File: src/rtl/mul_div_unit.sv
// mul_div_unit: iterative 16-bit signed/unsigned multiply and divide unit.
// The low result half feeds Rd (dataWrite); the high half feeds R0 (r0Write).
module mul_div_unit #(
  parameter int WIDTH = 16,
  parameter int CNT_W = 5
) (
  input  logic             clk,
  input  logic             reset,
  input  logic             start,
  input  logic [1:0]       op,
  input  logic [WIDTH-1:0] opA,
  input  logic [WIDTH-1:0] opB,
  input  logic [3:0]       destIn,
  output logic             busy,
  output logic             done,
  output logic [WIDTH-1:0] resultLow,
  output logic [WIDTH-1:0] resultHigh,
  output logic [1:0]       regWrite,
  output logic [3:0]       regWriteLocal,
  output logic             divByZero
);

  typedef enum logic [1:0] {
    IDLE = 2'd0,
    CALC = 2'd1,
    FIX  = 2'd2,
    DONE = 2'd3
  } state_t;

  state_t stateReg, stateNext;

  // Operation context captured at start-accept
  logic             isDivReg;
  logic [3:0]       destReg;
  logic             negAReg, negBReg;
  logic [WIDTH-1:0] divisorReg;   // multiplicand magnitude or divisor magnitude
  logic [2*WIDTH-1:0] prodReg;    // {high accumulator, remaining multiplier bits}
  logic [WIDTH-1:0] remReg;       // partial remainder (top bit never needed between steps)
  logic [WIDTH-1:0] quoReg;       // dividend bits shift out, quotient bits shift in
  logic [CNT_W-1:0] cntReg;

  // Next values for the registered outputs
  logic             busyNext, doneNext, dbzNext;
  logic [1:0]       regWriteNext;
  logic [WIDTH-1:0] lowNext, highNext;
  logic [3:0]       localNext;

  // Incoming operand magnitudes and sign flags (signed ops have op[0]==0)
  logic             negA, negB;
  logic [WIDTH-1:0] magA, magB;
  always_comb begin
    negA = ~op[0] & opA[WIDTH-1];
    negB = ~op[0] & opB[WIDTH-1];
    magA = negA ? -opA : opA;
    magB = negB ? -opB : opB;
  end

  // One shift-add multiply step and one restoring-divide step
  logic [WIDTH:0] mulSum, shifted, diff;
  always_comb begin
    mulSum  = {1'b0, prodReg[2*WIDTH-1:WIDTH]} +
              (prodReg[0] ? {1'b0, divisorReg} : {(WIDTH+1){1'b0}});
    shifted = {remReg, quoReg[WIDTH-1]};
    diff    = shifted - {1'b0, divisorReg};
  end

  // Sign correction of the magnitude results; division by zero overrides the quotient
  logic [2*WIDTH-1:0] prodFix;
  logic [WIDTH-1:0]   quoFix, remFix, fixLow, fixHigh;
  logic               fixDbz;
  always_comb begin
    prodFix = (negAReg ^ negBReg) ? -prodReg : prodReg;
    quoFix  = (negAReg ^ negBReg) ? -quoReg : quoReg;
    remFix  = negAReg ? -remReg : remReg;
    fixDbz  = isDivReg && (divisorReg == '0);
    if (!isDivReg) begin
      fixLow  = prodFix[WIDTH-1:0];
      fixHigh = prodFix[2*WIDTH-1:WIDTH];
    end else begin
      fixLow  = fixDbz ? {WIDTH{1'b1}} : quoFix;
      fixHigh = remFix;   // with a zero divisor this reproduces opA exactly
    end
  end

  // State register
  always_ff @(posedge clk) begin
    if (reset) stateReg <= IDLE;
    else       stateReg <= stateNext;
  end

  // Next-state and next-output decode
  always_comb begin
    stateNext    = stateReg;
    busyNext     = busy;
    doneNext     = 1'b0;
    regWriteNext = 2'b00;
    lowNext      = resultLow;
    highNext     = resultHigh;
    localNext    = regWriteLocal;
    dbzNext      = divByZero;
    case (stateReg)
      IDLE: begin
        if (start) begin
          stateNext = CALC;
          busyNext  = 1'b1;
        end
      end
      CALC: begin
        if (cntReg == CNT_W'(WIDTH-1)) stateNext = FIX;
      end
      FIX: begin
        stateNext    = DONE;
        doneNext     = 1'b1;
        regWriteNext = 2'b11;
        lowNext      = fixLow;
        highNext     = fixHigh;
        localNext    = destReg;
        dbzNext      = fixDbz;
      end
      DONE: begin
        stateNext = IDLE;
        busyNext  = 1'b0;
      end
      default: stateNext = IDLE;
    endcase
  end

  // Datapath: operand capture on accept, one iteration per CALC cycle
  always_ff @(posedge clk) begin
    if (reset) begin
      isDivReg   <= 1'b0;
      destReg    <= '0;
      negAReg    <= 1'b0;
      negBReg    <= 1'b0;
      divisorReg <= '0;
      prodReg    <= '0;
      remReg     <= '0;
      quoReg     <= '0;
      cntReg     <= '0;
    end else begin
      case (stateReg)
        IDLE: begin
          if (start) begin
            isDivReg   <= op[1];
            destReg    <= destIn;
            negAReg    <= negA;
            negBReg    <= negB;
            divisorReg <= magB;
            prodReg    <= {{WIDTH{1'b0}}, magA};
            quoReg     <= magA;
            remReg     <= '0;
            cntReg     <= '0;
          end
        end
        CALC: begin
          cntReg <= cntReg + CNT_W'(1);
          if (!isDivReg) begin
            prodReg <= {mulSum, prodReg[WIDTH-1:1]};
          end else if (!diff[WIDTH]) begin
            remReg <= diff[WIDTH-1:0];
            quoReg <= {quoReg[WIDTH-2:0], 1'b1};
          end else begin
            remReg <= shifted[WIDTH-1:0];
            quoReg <= {quoReg[WIDTH-2:0], 1'b0};
          end
        end
        default: ;
      endcase
    end
  end

  // Registered outputs
  always_ff @(posedge clk) begin
    if (reset) begin
      busy          <= 1'b0;
      done          <= 1'b0;
      regWrite      <= 2'b00;
      resultLow     <= '0;
      resultHigh    <= '0;
      regWriteLocal <= '0;
      divByZero     <= 1'b0;
    end else begin
      busy          <= busyNext;
      done          <= doneNext;
      regWrite      <= regWriteNext;
      resultLow     <= lowNext;
      resultHigh    <= highNext;
      regWriteLocal <= localNext;
      divByZero     <= dbzNext;
    end
  end

endmodule
File: config.mk
export PLATFORM = sky130hd
export DESIGN_NAME = mul_div_unit
export DESIGN_NICKNAME = d
export VERILOG_FILES = /design/src/rtl/mul_div_unit.sv
export SDC_FILE = /design/constraint.sdc
export NUM_CORES = 1
export LEC_CHECK = 0
export BUFFER_PORTS_ARGS = -buffer_cell sky130_fd_sc_hd__buf_2
export CORE_MARGIN = 2
export CORE_UTILIZATION = 45
export DETAILED_ROUTE_END_ITERATION = 8
export HOLD_SLACK_MARGIN = 0.15
export PLACE_DENSITY = 0.67
export SYNTH_ARGS = -nofsm -noshare
export SYNTH_HDL_FRONTEND = slang
export SYNTH_SLANG_ARGS = --single-unit
File: constraint.sdc
create_clock -name clk -period 2.8 [get_ports clk]
set_input_delay 0.28 -clock clk [delete_from_list [all_inputs] [get_ports clk]]
set_output_delay 0.28 -clock clk [all_outputs]
set_load 0.02 [all_outputs]
==> results.cfg <==
[run_status]
status = finished, final reports clean

[worst_setup_path]
cp_cell_sequence = inv_1 -> ha_1 -> fa_1 -> and2b_1 -> o2111a_1 -> nor3_2 -> or3_1 -> o211ai_4 -> buf_12 -> mux2i_1 -> o21ai_1
start_kind = register
crit_type = register to register
worstRegToRegCells = 11
crit_path_max_incr_delay_ns = 0.41
rrSetupSlack_ns = 0.12
timing.rr.start = quoReg[15]$_SDFFE_PP0P_
cp_max_fo = 14
rr_endpoint = remReg[3]$_SDFFE_PP0P_
crit_arrival_ns = 2.99
crit_end = remReg[3]$_SDFFE_PP0P_
end_kind = register
cp.required_ns = 3.11
crit_start = quoReg[15]$_SDFFE_PP0P_
cp_slowest_cell = or3_1

[job]
max_cap_violations = 0

[sta]
max_slew_margin_pct = 25.6
setup_violations = 0
worst_pin_slew_ns = 1.11
min_period_over_period_pct = 95.8
rsz0062_at_grt = yes
fin_worst_skew_ns = 0.0127
post-route-min-period_ns = 2.68
hold_viol_final = 0
slew_viol_final = 0
fmax_mhz = 373

[power_and_ir_drop]
finalPower_mw = 9.74
peakVddDrop_v = 0.000465
powerDensity_mw_per_mm2 = 907
p_leak_nw = 4.50
swShare_pct = 44.2
p_int_mw = 5.44
comb_power_share_pct = 48.5
seqPwrFrac_pct = 28.1
pwr-share-clk_pct = 23.4
switchingPower_mw = 4.30

[logic_synthesis]
synth_nets = 1249
synthTopCellsByArea = dfxtp_1 29%, ha_1 5.9%, nor2_1 5.8%
ys_ff_latch = 133
yosys_most_used_dff = dfxtp_1
yosysSeqAreaShare_pct = 29.3
synthCells = 1163
yosysTopAreaCell = dfxtp_1
synth_edf_count = 0
syn_area_mm2 = 0.00910
ys_warn_count = 0
synthArstFlopShare_pct = 0
yosysTopAreaCellShare_pct = 29.3
synth.distinct_cells = 85
avgSynthCellArea_um2 = 7.83

[floorplanning]
die_x_um = 146
design.core.area_mm2 = 0.0200
initial_utilization_pct = 45.4
dieArea_mm2 = 0.0214
num_io_pins = 82
row_count = 52
dieHeight_um = 146

[placement]
dp_hpwl_um = 21000
portBuffers = 81
gp_congestion = 0.897

[min_path]
min_path_type = input pin to register

[clock_tree]
clkTransAtPathRegs_ns = 0.06
clock_path_buffers = 2
cts.sinks = 133
clock_latency_ns = 0.44
cts_root_buf = clkbuf_16
htreeDepth = 4
cts_buffers = 17
cts_tree = yes

[grt]
grt_pass1_wl_um = 44400
antenna_found_initial = 0
grt_overflow = 0
grt_pass1_vias = 8377
grt_start_max_net_pins = 46
grt_use_total_pct = 25.9

[routing]
routed_via_density = 5.81
wl_per_cell_um = 17.9
via_count = 9013
ant_nets = 0
postRouteWirelength_um = 27700
dr.pass1.iters = 5
drc_errors = 0
drt_iter0_markers = 823

[cells_and_area]
regArea_mm2 = 0.00266
fillers = 1935
syn2layout_area_growth_pct = 18.0
multi_input_area_mm2 = 0.00601
nets = 1353
drive_gt1_share_pct = 16.2
final_core_util_pct = 53.6
n_antenna_cell = 0
## flip-flops by register name, summed over array words and instances (netlist names)
signal / cells
busy: 1
cntReg: 5
destReg: 4
divByZero: 1
divisorReg: 16
isDivReg: 1
negAReg: 1
negBReg: 1
prodReg: 32
quoReg: 16
regWrite: 1
regWriteLocal: 4
remReg: 16
resultHigh: 16
resultLow: 16
stateReg: 2
## per-stage QoR
| step | setup WS, ns | TNS, ns | instance area (um^2) | hold slack, ns | instances |
|---|---|---|---|---|---|
| 2_1_floorplan | 0.289 | 0 | 9100 | 0.416 | 1163 |
| 3_3_place_gp | 0.0753 | 0 | 10000 | 0.445 | 1506 |
| 3_5_place_dp | -0.0636 | -0.218 | 10000 | 0.450 | 1506 |
| 4_1_cts | 0.0502 | 0 | 10600 | 0.155 | 1543 |
| 5_1_grt | -0.0148 | -0.0255 | 10700 | 0.172 | 1550 |
| 6_report | 0.118 | 0 | 10700 | 0.165 | 1550 |
## worst min path at each step
stage / from / endpoint / slack [ns] / cells after the start
after detailed placement: destReg[3]$_SDFFE_PP0P_ / destReg[3]$_SDFFE_PP0P_ / 0.45 / 2
after CTS: opB[15] / divisorReg[15]$_SDFFE_PP0P_ / 0.16 / 3
after global placement: destReg[2]$_SDFFE_PP0P_ / destReg[2]$_SDFFE_PP0P_ / 0.44 / 2
after floorplan: destIn[0] / destReg[0]$_SDFFE_PP0P_ / 0.42 / 2
after global routing: opB[15] / divisorReg[15]$_SDFFE_PP0P_ / 0.17 / 3
final: opB[7] / divisorReg[7]$_SDFFE_PP0P_ / 0.17 / 3
## cells by family after synthesis
group           Yosys count  synth area share [%]
simple gates            401                  21.2
fa+ha+maj                45                  6.35
compound gates          351                  26.2
flops                   133                  29.3
xor+xnor                100                  9.62
mux                      20                  2.21
buf+inv                 113                  5.14
## synthesized netlist by cell type, types with 7 or more instances
cell type	n
a32oi_1	7
xor2_1	51
a21oi_1	87
ha_1	43
and3_1	8
inv_1	47
o41ai_1	7
nor3_1	25
o21ai_0	52
a22oi_1	10
buf_2	7
nand2_1	109
xnor2_1	49
nor4_1	13
o211ai_1	14
clkbuf_1	40
mux2i_1	19
o22ai_1	12
a31oi_1	17
nand2b_1	32
a2111oi_0	8
or3_1	8
buf_1	11
nor2_1	141
a222oi_1	11
o21a_1	13
nand3_1	20
a22o_1	8
nor2b_1	10
a211oi_1	19
o21ai_1	10
dfxtp_1	133
a21o_1	11
o31ai_1	18
## timing repair
item,in CTS,in global routing
setup buffers,0,7
endpoints found under the hold margin,5,0
endpoints found under the setup margin,4,20
resized for setup,1,5
hold buffers,5,0
pin swaps,0,3
## per-layer routing
layer  wire [um]  share of wire [%]  track usage [%]
met1       13100                 47             36.8
met5           0                  0                0
met4         663                2.4             8.01
met3        2010                7.3             5.16
met2       11900                 43             39.7
## cell usage in the layout (no fill, tap or decap), types with 18 or more instances in the layout
cell / n
nand3_1: 20
ha_1: 42
xnor2_1: 48
xor2_1: 51
nand2_1: 109
inv_1: 46
nor3_1: 24
buf_2: 80
a21oi_1: 87
nor2_1: 141
o21ai_0: 52
mux2i_1: 19
dfxtp_1: 133
o31ai_1: 18
a211oi_1: 19
nand2b_1: 32
buf_4: 64
## power groups by stage
stage | logic (mW) | registers (mW) | clock network (mW)
finish | 4.72 | 2.73 | 2.28
global route | 5.15 | 2.79 | 2.39
CTS | 4.60 | 2.72 | 2.30
detailed placement | 4.56 | 2.76 | 0
global placement | 4.53 | 2.74 | 0
floorplan | 3.19 | 2.81 | 0
## cell type report
class	instances	area share [%]
sequential	133	24.8
clock buffer	18	4.00
inverter	48	1.71
timing repair buffer	150	8.86
tap	270	3.15
multi-input combinational	917	55.9
clock inverter	14	1.54
## critical path, delay by kind of cell (launching register included)
kind | cells | cell delay (ns)
adders and majority gates | 2 | 0.61
muxes | 1 | 0.19
and+or+nand+nor | 3 | 0.74
buffers and inverters | 2 | 0.25
AOI/OAI and AO/OA | 3 | 0.44
DFF | 1 | 0.33
(Power assumes the default switching activity.)
